===== config.mk =====
export PLATFORM = sky130hd
export DESIGN_NAME = iwdg_cfg_seq
export DESIGN_NICKNAME = d
export VERILOG_FILES = /design/src/rtl/iwdg_cfg_seq.sv
export SDC_FILE = /design/constraint.sdc
export NUM_CORES = 1
export LEC_CHECK = 0
export BUFFER_PORTS_ARGS = -buffer_cell sky130_fd_sc_hd__buf_4
export CORE_UTILIZATION = 45
export DETAILED_ROUTE_END_ITERATION = 12
export PLACE_DENSITY = 0.72
export REMOVE_ABC_BUFFERS = 1
export SYNTH_ARGS = -nofsm -noshare
export SYNTH_HDL_FRONTEND = slang
export SYNTH_SLANG_ARGS = --single-unit
export TNS_END_PERCENT = 10

===== constraint.sdc =====
create_clock -name clk_m2s -period 3.2 [get_ports clk_m2s]
set_input_delay 0.32 -clock clk_m2s [delete_from_list [all_inputs] [get_ports clk_m2s]]
set_output_delay 0.32 -clock clk_m2s [all_outputs]
set_load 0.1 [all_outputs]

===== src/rtl/iwdg_cfg_seq.sv =====
// rtl/iwdg_cfg_seq.sv - Bus master that unlocks, configures, starts and refreshes an IWDG slave.
// Registered bus outputs; one idle cycle between transactions; faults are sticky until reset.
module iwdg_cfg_seq #(
    parameter int          GRL           = 1,
    parameter int          IWDG_PR_SIZE  = 3,
    parameter int          IWDG_RLR_SIZE = 12,
    parameter int          IWDG_ST_SIZE  = 2,
    parameter logic [31:0] IWDG_KR_ADR   = 32'h0100_0000,
    parameter logic [31:0] IWDG_PR_ADR   = 32'h0100_0004,
    parameter logic [31:0] IWDG_RLR_ADR  = 32'h0100_0008,
    parameter logic [31:0] IWDG_ST_ADR   = 32'h0100_000C,
    parameter int          KICK_W        = 16,
    parameter int          MAX_RETRY     = 4,
    parameter int          POLL_LIMIT    = 64
) (
    input  logic                     clk_m2s,
    input  logic                     rst_m2s,
    input  logic                     start,
    input  logic [IWDG_PR_SIZE-1:0]  cfg_pr,
    input  logic [IWDG_RLR_SIZE-1:0] cfg_rlr,
    input  logic [KICK_W-1:0]        kick_period,
    input  logic                     kick_req,
    output logic [31:0]              adr_m2s,
    output logic [31:0]              dat_m2s,
    output logic [GRL:0]             sel_m2s,
    output logic                     cyc_m2s,
    output logic                     stb_m2s,
    output logic                     we_m2s,
    output logic                     lok_m2s,
    input  logic [31:0]              dat_s2m,
    input  logic                     ack_s2m,
    input  logic                     err_s2m,
    input  logic                     rty_s2m,
    output logic                     busy,
    output logic                     running,
    output logic                     kick_done,
    output logic                     fault,
    output logic [1:0]               fault_code
);
    localparam int RW = $clog2(MAX_RETRY + 1);
    localparam int PW = $clog2(POLL_LIMIT + 1);

    typedef enum logic [3:0] {
        S_IDLE, S_UNLOCK, S_WR_PR, S_WR_RLR, S_POLL_ST, S_START, S_RUN, S_KICK, S_FAULT
    } state_t;

    state_t                   r_state, w_state_nx;
    logic [31:0]              r_adr, r_dat;
    logic [GRL:0]             r_sel;
    logic                     r_cyc, r_stb, r_we, r_lok, r_kick_done, r_fault, r_pend;
    logic [1:0]               r_fault_code;
    logic [IWDG_PR_SIZE-1:0]  r_pr;
    logic [IWDG_RLR_SIZE-1:0] r_rlr;
    logic [RW-1:0]            r_retry;
    logic [PW-1:0]            r_poll;
    logic [KICK_W-1:0]        r_kcnt;

    logic        w_bus_st, w_issue, w_err, w_rty, w_ack, w_st_zero;
    logic        w_tx_we, w_fault_set, w_retry_inc, w_poll_inc, w_unused;
    logic [1:0]  w_fault_code_nx;
    logic [31:0] w_tx_adr, w_tx_dat;

    // Responses only count while a cycle is outstanding; err outranks rty, rty outranks ack.
    assign w_err     = r_cyc & err_s2m;
    assign w_rty     = r_cyc & ~err_s2m & rty_s2m;
    assign w_ack     = r_cyc & ~err_s2m & ~rty_s2m & ack_s2m;
    assign w_st_zero = (dat_s2m[IWDG_ST_SIZE-1:0] == '0);
    assign w_unused  = ^dat_s2m[31:IWDG_ST_SIZE];

    assign w_bus_st = (r_state == S_UNLOCK) || (r_state == S_WR_PR) || (r_state == S_WR_RLR) ||
                      (r_state == S_POLL_ST) || (r_state == S_START) || (r_state == S_KICK);
    assign w_issue  = w_bus_st & ~r_cyc;

    always_comb begin
        w_tx_adr = IWDG_KR_ADR;
        w_tx_dat = 32'h0;
        w_tx_we  = 1'b1;
        case (r_state)
            S_UNLOCK:  w_tx_dat = 32'h0000_5555;
            S_WR_PR:   begin w_tx_adr = IWDG_PR_ADR;  w_tx_dat = 32'(r_pr);  end
            S_WR_RLR:  begin w_tx_adr = IWDG_RLR_ADR; w_tx_dat = 32'(r_rlr); end
            S_POLL_ST: begin w_tx_adr = IWDG_ST_ADR;  w_tx_we  = 1'b0;       end
            S_START:   w_tx_dat = 32'h0000_CCCC;
            S_KICK:    w_tx_dat = 32'h0000_AAAA;
            default:   w_tx_dat = 32'h0;
        endcase
    end

    always_ff @(posedge clk_m2s or posedge rst_m2s) begin
        if (rst_m2s) r_state <= S_IDLE;
        else         r_state <= w_state_nx;
    end

    always_comb begin
        w_state_nx      = r_state;
        w_fault_set     = 1'b0;
        w_fault_code_nx = 2'd0;
        w_retry_inc     = 1'b0;
        w_poll_inc      = 1'b0;
        if (w_err) begin
            w_state_nx      = S_FAULT;
            w_fault_set     = 1'b1;
            w_fault_code_nx = 2'd1;
        end else if (w_rty) begin
            if (r_retry == RW'(MAX_RETRY)) begin
                w_state_nx      = S_FAULT;
                w_fault_set     = 1'b1;
                w_fault_code_nx = 2'd2;
            end else begin
                w_retry_inc = 1'b1;
            end
        end else begin
            case (r_state)
                S_IDLE:   if (start) w_state_nx = S_UNLOCK;
                S_UNLOCK: if (w_ack) w_state_nx = S_WR_PR;
                S_WR_PR:  if (w_ack) w_state_nx = S_WR_RLR;
                S_WR_RLR: if (w_ack) w_state_nx = S_POLL_ST;
                S_POLL_ST: begin
                    if (w_ack) begin
                        if (w_st_zero) begin
                            w_state_nx = S_START;
                        end else if (r_poll == PW'(POLL_LIMIT - 1)) begin
                            w_state_nx      = S_FAULT;
                            w_fault_set     = 1'b1;
                            w_fault_code_nx = 2'd3;
                        end else begin
                            w_poll_inc = 1'b1;
                        end
                    end
                end
                S_START:  if (w_ack) w_state_nx = S_RUN;
                S_RUN: begin
                    if (kick_req || r_pend || (r_kcnt == KICK_W'(1) && kick_period != '0))
                        w_state_nx = S_KICK;
                end
                S_KICK:   if (w_ack) w_state_nx = S_RUN;
                default:  w_state_nx = r_state;
            endcase
        end
    end

    always_ff @(posedge clk_m2s or posedge rst_m2s) begin
        if (rst_m2s) begin
            r_adr        <= '0;
            r_dat        <= '0;
            r_sel        <= '0;
            r_cyc        <= 1'b0;
            r_stb        <= 1'b0;
            r_we         <= 1'b0;
            r_lok        <= 1'b0;
            r_kick_done  <= 1'b0;
            r_fault      <= 1'b0;
            r_fault_code <= 2'd0;
            r_pend       <= 1'b0;
            r_pr         <= '0;
            r_rlr        <= '0;
            r_retry      <= '0;
            r_poll       <= '0;
            r_kcnt       <= '0;
        end else begin
            if (r_state == S_IDLE && start) begin
                r_pr  <= cfg_pr;
                r_rlr <= cfg_rlr;
            end

            if ((r_state == S_IDLE && start) || w_ack) r_retry <= '0;
            else if (w_retry_inc)                    r_retry <= r_retry + RW'(1);

            if (r_state == S_IDLE && start) r_poll <= '0;
            else if (w_poll_inc)            r_poll <= r_poll + PW'(1);

            if (w_fault_set) begin
                r_fault      <= 1'b1;
                r_fault_code <= w_fault_code_nx;
            end

            if (w_issue) begin
                r_adr <= w_tx_adr;
                r_dat <= w_tx_dat;
                r_we  <= w_tx_we;
                r_sel <= '1;
                r_cyc <= 1'b1;
                r_stb <= 1'b1;
            end else if (w_err || w_rty || w_ack) begin
                r_adr <= '0;
                r_dat <= '0;
                r_we  <= 1'b0;
                r_sel <= '0;
                r_cyc <= 1'b0;
                r_stb <= 1'b0;
            end

            // The lock spans the whole configuration, gaps included, and ends on START ack or fault.
            if (w_issue && r_state == S_UNLOCK)                 r_lok <= 1'b1;
            else if (w_state_nx == S_RUN || w_state_nx == S_FAULT) r_lok <= 1'b0;

            r_kick_done <= w_ack && (r_state == S_KICK);

            if (w_state_nx == S_RUN && r_state != S_RUN)   r_kcnt <= kick_period;
            else if (r_state == S_RUN && r_kcnt != '0)     r_kcnt <= r_kcnt - KICK_W'(1);

            if (r_state == S_KICK && kick_req)                    r_pend <= 1'b1;
            else if (r_state == S_RUN && w_state_nx == S_KICK)    r_pend <= 1'b0;
        end
    end

    assign adr_m2s    = r_adr;
    assign dat_m2s    = r_dat;
    assign sel_m2s    = r_sel;
    assign cyc_m2s    = r_cyc;
    assign stb_m2s    = r_stb;
    assign we_m2s     = r_we;
    assign lok_m2s    = r_lok;
    assign kick_done  = r_kick_done;
    assign fault      = r_fault;
    assign fault_code = r_fault_code;
    assign running    = (r_state == S_RUN) || (r_state == S_KICK);
    assign busy       = (r_state != S_IDLE) && (r_state != S_RUN) && (r_state != S_FAULT);
endmodule


==> flow_metrics.env, run 1 <==
export IMPL_status="complete, no violations"
export IMPL_synth_top_family_by_area="simple AND/OR/NAND/NOR gates"
export IMPL_syn_instance_count=454
export IMPL_finalPower_mw=3.13
export IMPL_worstSetupStartpointType="flip-flop"
export IMPL_leakage_nw=2.15
export IMPL_syn_avg_cell_area_um2=8.92
export IMPL_synthArstFlopShare_pct=100
export IMPL_layout_nets=589
export IMPL_hold_buffers=0
export IMPL_postCtsSetupBuffers=0
export IMPL_critPathKind="flip-flop to flip-flop"
export IMPL_yosys_warnings=0
export IMPL_drc=0
export IMPL_via_per_inst=5.35
export IMPL_io_buffers=70
export IMPL_critical_path_required_ps=3440
export IMPL_drv_cap=0
export IMPL_ios=146
export IMPL_num_rows=34
export IMPL_cts_buffers_inserted=9
export IMPL_clk_path_buf_depth=2
export IMPL_area_growth_pct=15.0
export IMPL_cts_tree="built"
export IMPL_rrSetupSlack_ps=450
export IMPL_synthMuxAreaShare_pct=0.525
export IMPL_final_area_um2=4660
export IMPL_cp_max_fo=18
export IMPL_synth_compound_area_share_pct=18.0
export IMPL_first_global_vias=3155
export IMPL_grt_use_total_pct=19.4
export IMPL_tightestPinTransition_ps=847
export IMPL_power_density_nw_per_um2=671
export IMPL_fin_crit_sh_pct=85.9
export IMPL_firstDrtPassIters=6
export IMPL_finalSetupViolations=0
export IMPL_grt_ovfl_total=0
export IMPL_core_um2=8720
export IMPL_crit_reg2reg_launch="sel_m2s[0]"
export IMPL_min_path_type="input port to async pin"
export IMPL_path_clk_slew_ps=80
export IMPL_final_common_cell="nand2_1"
export IMPL_wl_per_cell_um=14.2
export IMPL_clock_fmax_ghz=0.364
export IMPL_synth_flop_cell="dfrtp_1"
export IMPL_vdd_drop_max_mv=0.311
export IMPL_antenna_left=0
export IMPL_die_h_um=96.9
export IMPL_dr_first_iter_drc_count=191
export IMPL_cts_resized=0
export IMPL_slew_violations=0
export IMPL_place_area_um2=4450
export IMPL_initial_core_util_pct=46.4
export IMPL_fp_dieW_um=96.9
export IMPL_synth_xor_area_share_pct=1.95
export IMPL_final_cell_mix="nand2_1 (78), buf_4 (75), dfrtp_1 (71), conb_1 (45), nor2_1 (32)"
export IMPL_synthAdderAreaFrac_pct=1.55
export IMPL_cts_root_buf="clkbuf_8"
export IMPL_final_layout_size_suffix_gt1_share_pct=20.2
export IMPL_worst_setup_path_end_kind="flip-flop"
export IMPL_syn_area_um2=4050
export IMPL_die_area_um2=9380
export IMPL_antenna_found_initial=0
export IMPL_regArea_um2=1780
export IMPL_yosys_cell_types_count=63
export IMPL_synth_edf_count=0
export IMPL_layout_min_cycle_time_ps=2750
export IMPL_seq_area_frac_synth_pct=43.9
export IMPL_htree_num_levels=3
export IMPL_route_vias_total=3356
export IMPL_finalSetupTns_ps=0
export IMPL_relSlewSlack_pct=43.4
export IMPL_grt_max_degree=39
export IMPL_dp_hpwl_um=6370
export IMPL_place_congestion=0.825
export IMPL_ys_seq_elements=71
export IMPL_cts_sinks=71
export IMPL_startpoint="sel_m2s[0]"
export IMPL_skew_ps=7.19
export IMPL_finalHoldViolations=0
export IMPL_rsz0062_at_grt="false"
export IMPL_worstSkewPairLatency_ps=360
export IMPL_grt_first_pass_wirelength_um=14800
export IMPL_wirelength_um=8920
export IMPL_synthSimpleGateAreaFrac_pct=21.2
export IMPL_diodes=0
export IMPL_critPathArrivalTime_ps=2990
export IMPL_nFillCells=815
export IMPL_multiInputGateArea_um2=1920
==> Yosys cell counts (2+ instances only) <==
cell type | number | area share [%]
a211o_1 | 6 | 1.3
a211o_2 | 4 | 0.99
a211oi_1 | 3 | 0.56
a21o_1 | 2 | 0.37
a21oi_1 | 20 | 2.5
a22o_1 | 4 | 0.87
a31oi_1 | 10 | 1.5
a32o_1 | 2 | 0.49
and2_1 | 4 | 0.62
and3_1 | 4 | 0.62
buf_1 | 2 | 0.19
buf_2 | 5 | 0.62
buf_4 | 49 | 9.1
buf_6 | 3 | 0.83
clkbuf_1 | 12 | 1.1
dfrtp_1 | 71 | 44
ha_1 | 5 | 1.5
inv_1 | 11 | 1.0
nand2_1 | 78 | 7.2
nand2b_1 | 4 | 0.62
nand3_1 | 7 | 0.87
nand3b_1 | 3 | 0.56
nand4_1 | 2 | 0.31
nor2_1 | 32 | 3.0
nor2b_1 | 3 | 0.46
nor3_1 | 9 | 1.1
nor4_1 | 11 | 1.7
o21ai_0 | 29 | 3.6
o21bai_1 | 2 | 0.37
o31a_1 | 2 | 0.43
o31ai_1 | 7 | 1.3
o41ai_1 | 3 | 0.65
or3_1 | 6 | 0.93
or4_1 | 3 | 0.56
xnor2_1 | 5 | 1.1
xor2_1 | 4 | 0.87
==> flip-flops by register name, indices dropped and copies added (netlist names) <==
signal	cells
r_kcnt	16
r_pend	1
r_retry	3
sel_m2s	1
adr_m2s	2
r_state	4
kick_done	1
r_pr	3
r_rlr	12
r_poll	7
dat_m2s	16
we_m2s	1
fault	1
lok_m2s	1
fault_code	2
==> per-layer routing <==
layer / vias up / global-route usage (%) / wire [um]
li1: 1623 / - / -
met1: 1598 / 25.2 / 3940
met2: 123 / 32.6 / 4330
met3: 12 / 3.47 / 530
met4: 0 / 6.54 / 112
met5: - / 0 / 0
==> power breakdown <==
group / switching (mW) / total, mW / internal (mW)
registers: 0.113 / 1.16 / 1.05
logic: 0.966 / 1.22 / 0.250
clock network: 0.380 / 0.749 / 0.369
total: 1.46 / 3.13 / 1.67
==> through the flow <==
step                utilization [%]  worst slack [ps]  hold slack (ps)  std cells
finish                         53.4               453              140        627
global route                   53.4               295              157        627
CTS                            53.4               465              143        627
detailed placement             51.1               489              461        611
global placement               51.1               500              458        611
floorplan                         -             -2880              404        427
==> worst max-delay path: stages (launching register included) <==
cell and delay (ps):
dfrtp_1 530, and4bb_2 350, a211oi_1 230, a211oi_1 120, nor2_2 570, and2_2 450
mux2_2 380
==> final timing paths <==
path / endpoint / cells past startpoint
max: r_kcnt[12] / 6
min: r_kcnt[2] / 2
max reg2reg: r_kcnt[12] / 6
min in group clk_m2s: r_rlr[7] / 3
min reg2reg: fault / 1
max in group asynchronous: dat_m2s[13] / 3
==> cell families (layout without fill, tap and decap cells) <==
family                     count (synthesis)  count (layout)
buffers and inverters                     82             103
adders and majority gates                  5               5
and+or+nand+nor                          178             178
muxes                                      2               2
AOI/OAI and AO/OA                        106             106
xor gates and xnor gates                   9               9
DFF                                       71              71
other                                      1              45
==> final cells by class <==
class / count / area share (%)
clock buffer: 9 / 2.66
clock inverter: 7 / 1.75
inverter: 11 / 0.886
multi-input combinational: 345 / 41.1
sequential: 71 / 38.1
tap: 108 / 2.90
timing repair buffer: 76 / 12.5
Note: power is estimated with default switching activity, not from simulation.
==> inputs of run 2 (changes only) <==
Settings changed: CORE_UTILIZATION 45 to 50, PLACE_DENSITY 0.72 to 0.78.
==> run 2 against run 1 <==
Compared with the run above:
- utilization increased by 6.1 points
- critical path depth stayed put
- register-to-register slack hardly changed
- clock skew increased by 3.9 ps
- first-iteration DRC count fell by 14%
- global-route usage is 2.6 points higher
- non-clock buffer count did not move
- largest power group unchanged
- sequential share of layout area rose by 0.27 points
- critical path type unchanged
- largest cell class unchanged
- via count is 0.60% lower
- worst setup slack gained 12 ps
- final cell count decreased by 0.96%
==> flow_metrics.env, run 2 (synthesis gave the netlist of run 1 again) <==
export IMPL_status="complete, no violations"
export IMPL_wl_per_cell_um=14.1
export IMPL_min_path_type="input port to async pin"
export IMPL_fin_crit_sh_pct=85.5
export IMPL_slew_violations=0
export IMPL_critical_path_required_ps=3450
export IMPL_finalHoldViolations=0
export IMPL_hold_buffers=0
export IMPL_core_um2=7770
export IMPL_antenna_found_initial=0
export IMPL_layout_cells_non_filler=621
export IMPL_pre_cts_ws_ps=479
export IMPL_place_congestion=0.828
export IMPL_io_buffers=70
export IMPL_grt_use_total_pct=22.0
export IMPL_htree_num_levels=3
export IMPL_clock_fmax_ghz=0.366
export IMPL_postCtsSetupBuffers=0
export IMPL_path_clk_slew_ps=80
export IMPL_clk_path_buf_depth=2
export IMPL_final_common_cell="nand2_1"
export IMPL_area_growth_pct=14.2
export IMPL_worstSetupStartpointType="flip-flop"
export IMPL_finalSetupTns_ps=0
export IMPL_finalSetupViolations=0
export IMPL_worst_setup_path_end_kind="flip-flop"
export IMPL_finish_utilization_pct=59.6
export IMPL_cp_max_fo=18
export IMPL_relSlewSlack_pct=47.1
export IMPL_final_cell_mix="nand2_1 (78), buf_4 (75), dfrtp_1 (71), conb_1 (45), nor2_1 (32)"
export IMPL_power_density_nw_per_um2=657
export IMPL_ios=146
export IMPL_rsz0062_at_grt="false"
export IMPL_worstSkewPairLatency_ps=370
export IMPL_layout_min_cycle_time_ps=2740
export IMPL_wirelength_um=8780
export IMPL_critPathKind="flip-flop to flip-flop"
export IMPL_die_area_um2=8460
export IMPL_multiInputGateArea_um2=1920
export IMPL_dp_hpwl_um=6400
export IMPL_first_global_vias=3173
export IMPL_cts_root_buf="clkbuf_8"
export IMPL_diodes=0
export IMPL_cts_buffers_inserted=9
export IMPL_antenna_left=0
export IMPL_drv_cap=0
export IMPL_dr_first_iter_drc_count=164
export IMPL_via_per_inst=5.37
export IMPL_grt_max_degree=37
export IMPL_grt_first_pass_wirelength_um=14600
export IMPL_regArea_um2=1780
export IMPL_critPathArrivalTime_ps=2980
export IMPL_vdd_drop_max_mv=0.270
export IMPL_skew_ps=11.1
export IMPL_layout_nets=589
export IMPL_route_vias_total=3336
export IMPL_initial_core_util_pct=52.1
export IMPL_nFillCells=712
export IMPL_grt_ovfl_total=0
export IMPL_num_rows=32
export IMPL_cts_sinks=71
export IMPL_cts_resized=0
export IMPL_leakage_nw=2.14
export IMPL_dp_cells=605
export IMPL_fp_dieW_um=92.0
export IMPL_cts_tree="built"
export IMPL_tightestPinTransition_ps=794
export IMPL_firstDrtPassIters=4
export IMPL_die_h_um=92.0
export IMPL_layout_setup_ws_ps=464
export IMPL_drc=0
export IMPL_final_layout_size_suffix_gt1_share_pct=20.2
run 2: changes by cell type in the layout (fill, tap and decap cells not counted):
cell | before | now
bufinv_16 | 1 | 0
clkinv_2 | 0 | 1
run 2: through the flow:
stage,power (mW),hold slack [ps],area (um2)
CTS,3.06,110,4630
global placement,2.38,460,4450
global route,3.19,142,4630
detailed placement,2.40,461,4450
finish,3.04,93.2,4630
floorplan,2.12,404,3730
run 2: critical path, cell delays in order (launching register included):
cell and delay (ps):
dfrtp_1 520, and4bb_2 350, a211oi_1 230, a211oi_1 120, nor2_2 580, and2_2 440
mux2_2 370
run 2: metal layers:
metal / GRT usage [%] / wire, um / up-vias
met2: 36.2 / 4210 / 109
met3: 5.47 / 442 / 19
met5: 0 / 0 / -
li1: - / - / 1623
met1: 27.5 / 3940 / 1585
met4: 9.51 / 187 / 0
run 2: final cells by class:
class                   count  share of cell area (%)
multi-input cells         345                    41.4
flip-flops and latches     71                    38.4
clock buffers               9                    2.68
well taps                 102                    2.76
inverters                  11                   0.893
repair buffers             76                    12.6
clock inverters             7                    1.22
run 2: power breakdown:
group / switching (mW) / internal (mW) / leakage [nW] / total [mW]
clock network: 0.372 / 0.288 / 0.0902 / 0.661
registers: 0.108 / 1.05 / 0.870 / 1.16
logic: 0.973 / 0.250 / 1.18 / 1.22
run 2: worst paths after layout:
check                           start    endpoint  slack [ps]  cells after the start
min in group clk_m2s       cfg_rlr[7]    r_rlr[7]         130                      3
max reg2reg                sel_m2s[0]  r_kcnt[12]         460                      6
max                        sel_m2s[0]  r_kcnt[12]         460                      6
max in group asynchronous     rst_m2s     lok_m2s        2440                      3
min reg2reg                  r_rlr[1]    r_rlr[1]         480                      2
min                           rst_m2s   kick_done          90                      2
